==> config.mk <==
export PLATFORM = sky130hd
export DESIGN_NAME = cmult_share_arb
export DESIGN_NICKNAME = d
export VERILOG_FILES = /design/src/rtl/cmult_share_arb_pkg.sv /design/src/rtl/cmult_share_arb_tag_pipe.sv /design/src/rtl/cmult_share_arb.sv
export SDC_FILE = /design/constraint.sdc
export NUM_CORES = 1
export LEC_CHECK = 0
export ABC_AREA = 1
export CORE_MARGIN = 10
export CORE_UTILIZATION = 40
export DETAILED_ROUTE_END_ITERATION = 8
export GPL_ROUTABILITY_DRIVEN = 0
export PLACE_DENSITY_LB_ADDON = 0.08
export SETUP_SLACK_MARGIN = 0.3
export SYNTH_ARGS = -nofsm -noshare
export SYNTH_HDL_FRONTEND = slang
export SYNTH_SLANG_ARGS = --single-unit
==> constraint.sdc <==
create_clock -name clk -period 2.65 [get_ports clk]
set_input_delay 0.53 -clock clk [delete_from_list [all_inputs] [get_ports clk]]
set_output_delay 0.53 -clock clk [all_outputs]
set_load 0.02 [all_outputs]
==> src/rtl/cmult_share_arb_pkg.sv <==
`default_nettype none
// ============================================================================
//  Module      : cmult_share_arb_pkg
//  Description : Shared types and default widths for the complex-multiplier
//                arbiter and the multiplier it fronts.
//  Revision    : 1.0  initial release
// ============================================================================
package cmult_share_arb_pkg;

   localparam int c_IN_W = 16;
   localparam int c_TW_W = 12;

   typedef enum logic [1:0] {
      IDLE = 2'd0,
      OWN0 = 2'd1,
      OWN1 = 2'd2
   } arb_state_t;

   typedef logic req_id_t;

endpackage
`default_nettype wire

==> src/rtl/cmult_share_arb_tag_pipe.sv <==
`default_nettype none
// ============================================================================
//  Module      : cmult_tag_pipe
//  Description : {valid,id} shift register tracking beats inside the
//                multiplier; the tail is compared against mul_valid_out.
//  Revision    : 1.0  initial release
// ============================================================================
module cmult_tag_pipe
   import cmult_share_arb_pkg::*;
#(
   parameter int MUL_LAT = 4
) (
   input  logic    clk,
   input  logic    rst,
   input  logic    i_load_valid,
   input  req_id_t i_load_id,
   input  logic    i_res_valid,
   output logic    o_tail_valid,
   output logic    o_hit,
   output req_id_t o_hit_id,
   output logic    o_mismatch
);

   logic [MUL_LAT-1:0] r_vld;
   logic [MUL_LAT-1:0] r_id;

   always_ff @(posedge clk) begin
      if (rst) begin
         r_vld <= '0;
         r_id  <= '0;
      end else begin
         for (int i = MUL_LAT - 1; i > 0; i--) begin
            r_vld[i] <= r_vld[i-1];
            r_id[i]  <= r_id[i-1];
         end
         r_vld[0] <= i_load_valid;
         r_id[0]  <= i_load_id;
      end
   end

   assign o_tail_valid = r_vld[MUL_LAT-1];
   assign o_hit        = r_vld[MUL_LAT-1] & i_res_valid;
   assign o_hit_id     = req_id_t'(r_id[MUL_LAT-1]);
   assign o_mismatch   = r_vld[MUL_LAT-1] ^ i_res_valid;

endmodule
`default_nettype wire

==> src/rtl/cmult_share_arb.sv <==
`default_nettype none
// ============================================================================
//  Module      : cmult_share_arb
//  Description : Burst-limited round-robin sharing of one pipelined complex
//                multiplier between two requesters, with result routing.
//  Revision    : 1.0  initial release
// ============================================================================
module cmult_share_arb
   import cmult_share_arb_pkg::*;
#(
   parameter int IN_W      = c_IN_W,
   parameter int TW_W      = c_TW_W,
   parameter int MUL_LAT   = 4,
   parameter int MAX_BURST = 8
) (
   input  logic            clk,
   input  logic            rst,
   input  logic            req0_valid,
   output logic            req0_ready,
   input  logic [IN_W-1:0] req0_re,
   input  logic [IN_W-1:0] req0_im,
   input  logic [TW_W-1:0] req0_tw_re,
   input  logic [TW_W-1:0] req0_tw_im,
   input  logic            req1_valid,
   output logic            req1_ready,
   input  logic [IN_W-1:0] req1_re,
   input  logic [IN_W-1:0] req1_im,
   input  logic [TW_W-1:0] req1_tw_re,
   input  logic [TW_W-1:0] req1_tw_im,
   output logic            mul_valid_in,
   output logic [IN_W-1:0] mul_re,
   output logic [IN_W-1:0] mul_im,
   output logic [TW_W-1:0] mul_tw_re,
   output logic [TW_W-1:0] mul_tw_im,
   input  logic            mul_valid_out,
   input  logic [IN_W-1:0] mul_res_re,
   input  logic [IN_W-1:0] mul_res_im,
   output logic            rsp0_valid,
   output logic [IN_W-1:0] rsp0_re,
   output logic [IN_W-1:0] rsp0_im,
   output logic            rsp1_valid,
   output logic [IN_W-1:0] rsp1_re,
   output logic [IN_W-1:0] rsp1_im,
   output logic            busy,
   output logic            tag_err
);

   localparam int c_BST_W = $clog2(MAX_BURST + 1);
   localparam int c_CNT_W = $clog2(MUL_LAT + 2);

   arb_state_t          r_state, w_state_nxt;
   logic                r_rr;
   logic [c_BST_W-1:0]  r_burst, w_burst_nxt, w_burst_inc;
   logic                w_burst_max;
   logic                w_grant0, w_grant1, w_accept;
   logic [c_CNT_W-1:0]  r_cnt;
   logic                r_mul_valid;
   req_id_t             r_mul_id;
   logic [IN_W-1:0]     r_mul_re, r_mul_im;
   logic [TW_W-1:0]     r_mul_tw_re, r_mul_tw_im;
   logic                r_rsp0_valid, r_rsp1_valid, r_tag_err;
   logic [IN_W-1:0]     r_rsp0_re, r_rsp0_im, r_rsp1_re, r_rsp1_im;
   logic                w_tail_valid, w_hit, w_mismatch;
   req_id_t             w_hit_id;

   assign w_burst_max = (r_burst == c_BST_W'(MAX_BURST));
   assign w_burst_inc = w_burst_max ? r_burst : r_burst + c_BST_W'(1);

   // Grant is purely combinational so a switch of owner costs no bubble.
   always_comb begin
      w_grant0    = 1'b0;
      w_grant1    = 1'b0;
      w_state_nxt = r_state;
      w_burst_nxt = r_burst;
      case (r_state)
         OWN0: begin
            if (req0_valid && !(w_burst_max && req1_valid)) w_grant0 = 1'b1;
            else if (req1_valid)                            w_grant1 = 1'b1;
         end
         OWN1: begin
            if (req1_valid && !(w_burst_max && req0_valid)) w_grant1 = 1'b1;
            else if (req0_valid)                            w_grant0 = 1'b1;
         end
         default: begin
            w_grant0 = req0_valid & (~req1_valid | ~r_rr);
            w_grant1 = req1_valid & (~req0_valid |  r_rr);
         end
      endcase
      if (w_grant0) begin
         w_state_nxt = OWN0;
         w_burst_nxt = (r_state == OWN0) ? w_burst_inc : c_BST_W'(1);
      end else if (w_grant1) begin
         w_state_nxt = OWN1;
         w_burst_nxt = (r_state == OWN1) ? w_burst_inc : c_BST_W'(1);
      end else begin
         w_state_nxt = IDLE;
      end
   end

   assign req0_ready = w_grant0;
   assign req1_ready = w_grant1;
   assign w_accept   = w_grant0 | w_grant1;

   always_ff @(posedge clk) begin
      if (rst) begin
         r_state <= IDLE;
         r_burst <= '0;
         r_rr    <= 1'b0;
      end else begin
         r_state <= w_state_nxt;
         r_burst <= w_burst_nxt;
         if (w_accept) r_rr <= w_grant0;
      end
   end

   // Operand register; data holds when no beat is issued.
   always_ff @(posedge clk) begin
      if (rst) begin
         r_mul_valid <= 1'b0;
         r_mul_id    <= 1'b0;
         r_mul_re    <= '0;
         r_mul_im    <= '0;
         r_mul_tw_re <= '0;
         r_mul_tw_im <= '0;
      end else begin
         r_mul_valid <= w_accept;
         if (w_grant0) begin
            r_mul_id    <= 1'b0;
            r_mul_re    <= req0_re;
            r_mul_im    <= req0_im;
            r_mul_tw_re <= req0_tw_re;
            r_mul_tw_im <= req0_tw_im;
         end else if (w_grant1) begin
            r_mul_id    <= 1'b1;
            r_mul_re    <= req1_re;
            r_mul_im    <= req1_im;
            r_mul_tw_re <= req1_tw_re;
            r_mul_tw_im <= req1_tw_im;
         end
      end
   end

   cmult_tag_pipe #(
      .MUL_LAT (MUL_LAT)
   ) u_tag_pipe (
      .clk          (clk),
      .rst          (rst),
      .i_load_valid (r_mul_valid),
      .i_load_id    (r_mul_id),
      .i_res_valid  (mul_valid_out),
      .o_tail_valid (w_tail_valid),
      .o_hit        (w_hit),
      .o_hit_id     (w_hit_id),
      .o_mismatch   (w_mismatch)
   );

   // A beat leaves the in-flight count when its tag reaches the tail.
   always_ff @(posedge clk) begin
      if (rst) begin
         r_cnt <= '0;
      end else if (w_accept && !w_tail_valid) begin
         r_cnt <= r_cnt + c_CNT_W'(1);
      end else if (!w_accept && w_tail_valid && r_cnt != '0) begin
         r_cnt <= r_cnt - c_CNT_W'(1);
      end
   end

   always_ff @(posedge clk) begin
      if (rst) begin
         r_rsp0_valid <= 1'b0;
         r_rsp1_valid <= 1'b0;
         r_rsp0_re    <= '0;
         r_rsp0_im    <= '0;
         r_rsp1_re    <= '0;
         r_rsp1_im    <= '0;
         r_tag_err    <= 1'b0;
      end else begin
         r_rsp0_valid <= w_hit & (w_hit_id == 1'b0);
         r_rsp1_valid <= w_hit & (w_hit_id == 1'b1);
         if (w_hit && w_hit_id == 1'b0) begin
            r_rsp0_re <= mul_res_re;
            r_rsp0_im <= mul_res_im;
         end
         if (w_hit && w_hit_id == 1'b1) begin
            r_rsp1_re <= mul_res_re;
            r_rsp1_im <= mul_res_im;
         end
         if (w_mismatch) r_tag_err <= 1'b1;
      end
   end

   assign mul_valid_in = r_mul_valid;
   assign mul_re       = r_mul_re;
   assign mul_im       = r_mul_im;
   assign mul_tw_re    = r_mul_tw_re;
   assign mul_tw_im    = r_mul_tw_im;
   assign rsp0_valid   = r_rsp0_valid;
   assign rsp0_re      = r_rsp0_re;
   assign rsp0_im      = r_rsp0_im;
   assign rsp1_valid   = r_rsp1_valid;
   assign rsp1_re      = r_rsp1_re;
   assign rsp1_im      = r_rsp1_im;
   assign busy         = (r_cnt != '0);
   assign tag_err      = r_tag_err;

endmodule
`default_nettype wire
-- Word level (Yosys, flattened, before mapping)
Index checks and enable logic that the tools add are counted.
- flip-flop bits (word level): 143
- input port bits: 149
- output and inout port bits: 127
- logic and storage cells: 81
- $add $sub $neg: 3
- eq/ne operators: 3
- mux-type cells: 25
- bitwise operators: 13
- reduce and logical (&&, ||, !) cells: 17
- operator list (operator ; number):
    2-to-1 mux 16 bit ; 4
    2-to-1 mux 12 bit ; 4
    2-to-1 mux 4 bit ; 5
    logical AND 1 bit ; 9
    2-to-1 mux 1 bit ; 7
    2-to-1 mux 3 bit ; 2
    AND 1 bit ; 5
    adder 4 x 1 -> 4 bit, second input constant ; 1
    equality test 4 bit, second input constant ; 1
    logical NOT 1 bit ; 4
    NOT 1 bit ; 4
    one-hot mux 1 bit (2 select lines) ; 2
    nonzero test 2 bit ; 2
    adder 3 x 1 -> 3 bit, second input constant ; 1
    OR 1 bit ; 3
    nonzero test 3 bit ; 1
    subtractor 3 x 1 -> 3 bit, second input constant ; 1
    equality test 2 x 1 -> 1 bit, second input constant ; 1
    equality test 2 bit, second input constant ; 1
    2-to-1 mux 2 bit ; 1
    OR reduction 2 bit ; 1
    bitwise XOR 1 bit ; 1

-- Longest topological paths before layout
- depth after elaboration: 12
- mapped depth: 16
- depth with buffers taken out: 16

-- Modules after synthesis
A second synthesis with hierarchy kept.
- cells, all modules: 729
- area, all modules: 5567.8 um^2
- modules (own cells, without submodules) (module ; times used ; cells each ; area each (um^2)):
    cmult_share_arb ; 1 ; 703 ; 5323.9
    cmult_tag_pipe ; 1 ; 26 ; 244.0

-- Worst setup path before layout
OpenSTA, ideal clock, no wires.
- path kind: in2reg
- from: input req0_valid
- to: register r_cnt[2]
- setup time: 0.115 ns
- data arrival time: 1.948 ns
- path slack: 0.587 ns
- stages on the path: 15
- path buffers: 0
- cell sequence: inv_2 -> or2_1 -> nand2_1 -> nand2_1 -> nand3_2 -> nand2_4 -> nand2_4 -> nand2_2 -> fa_1 -> inv_1 -> nand2_1 -> nand2_1 -> nand3_1 -> nand2_1 -> nor2_1
- longest elaborated chain between the ends: 10
- elaborated cells on any way between the ends: 22
- those cells by class: mux: 8; bitwise: 5; reduce/logical: 9
- ends and longest elaborated chain (element ; line ; source):
    start, declared ; cmult_share_arb.sv:18 ; input logic req0_valid,
    logical AND 1 bit ; cmult_share_arb.sv:81 ; if (req1_valid && !(w_burst_max && req0_valid)) w_grant1 = 1'b1;
    logical NOT 1 bit ; cmult_share_arb.sv:81 ;
    logical AND 1 bit ; cmult_share_arb.sv:81 ;
    2-to-1 mux 1 bit ; cmult_share_arb.sv:81 ;
    one-hot mux 1 bit (2 select lines) ; cmult_share_arb.sv:75 ; case (r_state)
    OR 1 bit * ; cmult_share_arb.sv:102 ; assign w_accept = w_grant0 | w_grant1;
    logical NOT 1 bit ; cmult_share_arb.sv:163 ; end else if (!w_accept && w_tail_valid && r_cnt != '0) begin
    logical AND 1 bit (2 in a row) ; cmult_share_arb.sv:163 ;
    nonzero test 2 bit (no line) ; n/a ;
    end signal, assigned ; cmult_share_arb.sv:162 ; r_cnt <= r_cnt + c_CNT_W'(1);
    end signal, assigned ; cmult_share_arb.sv:164 ; r_cnt <= r_cnt - c_CNT_W'(1);
    end, declared ; cmult_share_arb.sv:56 ; logic [c_CNT_W-1:0] r_cnt;
Mark *: on every way between the ends. The rest lies on a longest branch, timed or not.
A chain may end at the register's enable or synchronous reset.

-- Final worst setup path
- from: input req1_valid
- to: output req0_ready
- longest elaborated chain between the ends: 5
- elaborated cells on any way between the ends: 10
- those cells by class: mux: 3; bitwise: 3; reduce/logical: 4
- ends and longest elaborated chain (element ; line ; source):
    start, declared ; cmult_share_arb.sv:24 ; input logic req1_valid,
    logical AND 1 bit ; cmult_share_arb.sv:77 ; if (req0_valid && !(w_burst_max && req1_valid)) w_grant0 = 1'b1;
    logical NOT 1 bit ; cmult_share_arb.sv:77 ;
    logical AND 1 bit ; cmult_share_arb.sv:77 ;
    2-to-1 mux 1 bit ; cmult_share_arb.sv:77 ;
    one-hot mux 1 bit (2 select lines) * ; cmult_share_arb.sv:75 ;
    end, declared ; cmult_share_arb.sv:19 ; output logic req0_ready,
Marked as above.

==> results <==
- Across the VDD grid, the largest voltage drop is between 0.001 and 0.0015 V.
- The biggest area contributor in the post-synthesis netlist is sky130_fd_sc_hd__dfxtp_1.
- The actual transition at the worst max-transition pin is around 470 ps.
- The final hold violation count is 0.
- STA classifies the critical path endpoint as a primary output.
- The worst hold path begins at u_tag_pipe.r_id[1].
- Summed over all layers, the global routing overflow is 0.
- Across every metal layer, demand over resource in global routing totals 0.202.
- The utilization of the core after routing is 0.676.
- Clock tree synthesis selected as its root buffer the cell sky130_fd_sc_hd__clkbuf_16.
- The region available for standard cell placement spans around 13000 sq um.
- The synthesized netlist contains 29 unique library cells.
- For this run, the register share of the synthesized area comes to 0.516.
- In this run the tightest slew margin relative to its limit is 0.686.
- The worst hold path class is reg2reg.
- Setup repair after global routing left no endpoint under its margin.
- The area growth from synthesis to layout is 63.2%.
- STA classifies the critical path startpoint as an input port.
- The netlist area before placement is roughly 5500 sq um.
- The number of maximum-capacitance constraint violations is 0.
- In this run the static leakage power is between 0.003 and 0.004 uW.
- The cell area after layout is around 9100 sq um.
- Yosys instantiated no cell more often than sky130_fd_sc_hd__o21ai_0.
- The run finished with clean final reports.
- No sink is reached through more buffers than the 2 on the longest clock path.
- In this run the post-CTS setup repair buffer count came out at 0.
- After the last flow step, the layout net total stands at 1144.
- In the finished design, the share of the clock period the worst path needs comes to 0.848.
- The largest fanout on the critical path is 5.
- The detail route stage leaves a number of antenna-violating nets equal to 0.
- Setup slack closes at 402 ps.
- Ranked by instance count, the synthesized netlist is headed by 181 x sky130_fd_sc_hd__o21ai_0, 151 x sky130_fd_sc_hd__nor2_1, 143 x sky130_fd_sc_hd__dfxtp_1, 76 x sky130_fd_sc_hd__nand2_1, 63 x sky130_fd_sc_hd__a21oi_1.
- The initial standard-cell utilization of the core is 0.414.
- In the post-synthesis netlist, the biggest area contributors are sky130_fd_sc_hd__dfxtp_1 52%, sky130_fd_sc_hd__o21ai_0 16%, sky130_fd_sc_hd__nor2_1 10%, sky130_fd_sc_hd__a21oi_1 5.7%, sky130_fd_sc_hd__nand2_1 5.1%.
- The power per unit of standard cell area is between 1000 and 1500 nW/um^2.
- The maximum clock skew at final layout is 9.78 ps.
- Setup violations remaining at the end of the flow were counted as 0.
- Pin placement for this block handled around 280 I/O pins.
- The worst reg2reg path startpoint is r_burst[1].
- Following the worst setup path forward leads to its endpoint at req0_ready.
- The number of iterations in the first detailed-routing pass is 5.
- Using the TritonRoute via totals, the vias-per-cell ratio works out to roughly 5.
- From left edge to right edge, the die measures around 140 microns.
- The net count after synthesis is 883.
- The end of the worst register-to-register path is r_cnt[2].
- The total number of clock tree sinks is approximately 140.
- The pre-CTS worst setup slack is -57.0 ps.
- The clock tree from TritonCTS is done.
- The data arrival time of the critical path is approximately 1700 ps.
- The number of global-route vias before repair is 5379.
- After layout, the minimum clock period comes to about 2200 ps.
- The synthesized design contains 0 enable-type register cells.
- The maximum frequency from static timing analysis is 445 MHz.
- Port buffering added 275 buffers.
- The die span in y is roughly 140 microns.
- The average wire per standard cell is between 15 and 20 microns.
- The HPWL reported at the end of detailed placement is between 10000 and 15000 microns.
- The data required time at the worst endpoint is 2120 ps.
- The number of DRC violations after detailed-routing iteration 0 is 341.
- The number of cells on the worst reg-to-reg path is 17.
- The clock latency on the worst-skew pair is around 420 ps.
- The cts-stage hold buffer count is 0.
- The final-report max-slew violation count is 0.
- The wire length reported by the detailed router is about 20000 microns.
- The yosys synthesis warning count is 0.
- The CTS clock-pin slew for the worst setup and hold paths is approximately 50 ps.
- The reg-to-reg setup timing slack is ~530 ps.
- Clock tree synthesis inserted a total of 17 buffers.
- Synthesis produced a netlist whose cell count is approximately 730.
- Among all flip-flop cells after synthesis, the most frequent one is sky130_fd_sc_hd__dfxtp_1.
- The startpoint-to-endpoint class of the critical path is in2out.
- For this run, design rule violations remaining after detail routing come to 0.
- The number of antenna violations at the first check in global routing is 1.
- The area fraction of the dominant cell type after synthesis is 0.516.
- The wire length of the first global-routing pass is 29700 microns.
- The share of layout cells above drive strength 1 is 0.0689.
- The final route contains 5791 vias.
- Counting flops and latches in the post-synthesis netlist gives ~140.
- The fraction of registers with async set or reset after synthesis is 0.
- In this run the mean area of a mapped cell was between 7 and 8 sq um.
- The area of the die is 19000 sq um.
- The startpoint of the most critical setup path is req1_valid.
- The count of H-tree levels built during CTS is 4.
- The maximum number of pins on one net before global-route repair is 127.
- The floorplan has 42 rows.
- Summing all placed instances gives a cell area of 8460 sq um.
-- report_power, final --
group | switching [uW] | internal (uW) | total [uW]
combinational | 2780 | 1800 | 4580
clock | 927 | 1370 | 2300
sequential | 204 | 2590 | 2790
-- critical path, cell delays in order --
cell and delay (ps):
sky130_fd_sc_hd__dlygate4sd2_1 280, sky130_fd_sc_hd__or2_1 260, sky130_fd_sc_hd__buf_4 140, sky130_fd_sc_hd__nand2_1 50, sky130_fd_sc_hd__nand2_1 60, sky130_fd_sc_hd__nand3_2 80
sky130_fd_sc_hd__nand2_4 70, sky130_fd_sc_hd__inv_2 100, sky130_fd_sc_hd__buf_4 150
-- cell type report --
cell class | instances | area, sq um
inverters | 30 | 113
repair buffers | 293 | 2920
flip-flops and latches | 143 | 2860
clock inverters | 11 | 108
fillers | 1139 | 4350
multi-input cells | 504 | 2360
diodes | 1 | 2.50
well taps | 176 | 220
clock buffers | 21 | 470
-- per-stage QoR --
stage | TNS [ps] | total power (uW) | hold slack (ps) | cells
5_1_grt | 0 | 10300 | 416 | 1179
2_1_floorplan | 0 | 5650 | 388 | 728
4_1_cts | 0 | 9730 | 403 | 1178
3_5_place_dp | -92.4 | 7390 | 395 | 1146
3_3_place_gp | -27.0 | 7360 | 393 | 1146
6_report | 0 | 9670 | 401 | 1179
-- metal layers --
metal / routed length (microns) / share of wire / vias to the layer above / GRT usage
met4: 335 / 0.017 / 0 / 0.0753
li1: - / - / 2923 / -
met3: 2620 / 0.13 / 20 / 0.117
met1: 7530 / 0.38 / 2610 / 0.216
met2: 9480 / 0.47 / 238 / 0.326
met5: 0 / 0 / - / 0
-- sequential cells by signal, summed over array words and instances (netlist names), 2 cells and up --
register	count
mul_re	16
rsp0_im	16
mul_im	16
mul_tw_re	12
rsp1_re	16
r_cnt	3
rsp1_im	16
u_tag_pipe.r_id	4
mul_tw_im	12
u_tag_pipe.r_vld	4
r_burst	4
r_state	2
rsp0_re	16
-- cells in the final DEF, fill, tap and decap left out, types with 6 or more instances in the layout --
cell type	instances
sky130_fd_sc_hd__nor2_1	150
sky130_fd_sc_hd__nand2_1	76
sky130_fd_sc_hd__a21oi_1	63
sky130_fd_sc_hd__dfxtp_1	142
sky130_fd_sc_hd__inv_1	24
sky130_fd_sc_hd__clkdlybuf4s50_1	271
sky130_fd_sc_hd__buf_4	15
sky130_fd_sc_hd__o21ai_0	181
sky130_fd_sc_hd__nand3_1	8
sky130_fd_sc_hd__inv_2	6
sky130_fd_sc_hd__clkbuf_16	17
-- repair_timing --
action | CTS | global route
pin swaps | 0 | 1
resized for setup | 8 | 6
endpoints found under the setup margin | 2 | 3
-- logic make-up (layout without fill, tap and decap cells) --
family,Yosys count,in the layout,share of synthesized area
xor+xnor,3,3,0.00474
fa+ha+maj,6,6,0.0149
flops,143,143,0.516
compound gates,248,248,0.225
simple gates,247,247,0.176
buf+inv,81,355,0.0629
other cells,0,1,0
-- worst min-delay path by stage --
stage / depth (start not counted) / slack [ps] / to
final: 2 / 400 / u_tag_pipe.r_id[2]
after global routing: 2 / 420 / u_tag_pipe.r_vld[3]
after CTS: 2 / 400 / u_tag_pipe.r_id[2]
after detailed placement: 2 / 390 / u_tag_pipe.r_id[2]
after global placement: 2 / 390 / u_tag_pipe.r_vld[2]
after floorplan: 2 / 390 / u_tag_pipe.r_id[1]
(Power assumes the default switching activity.)
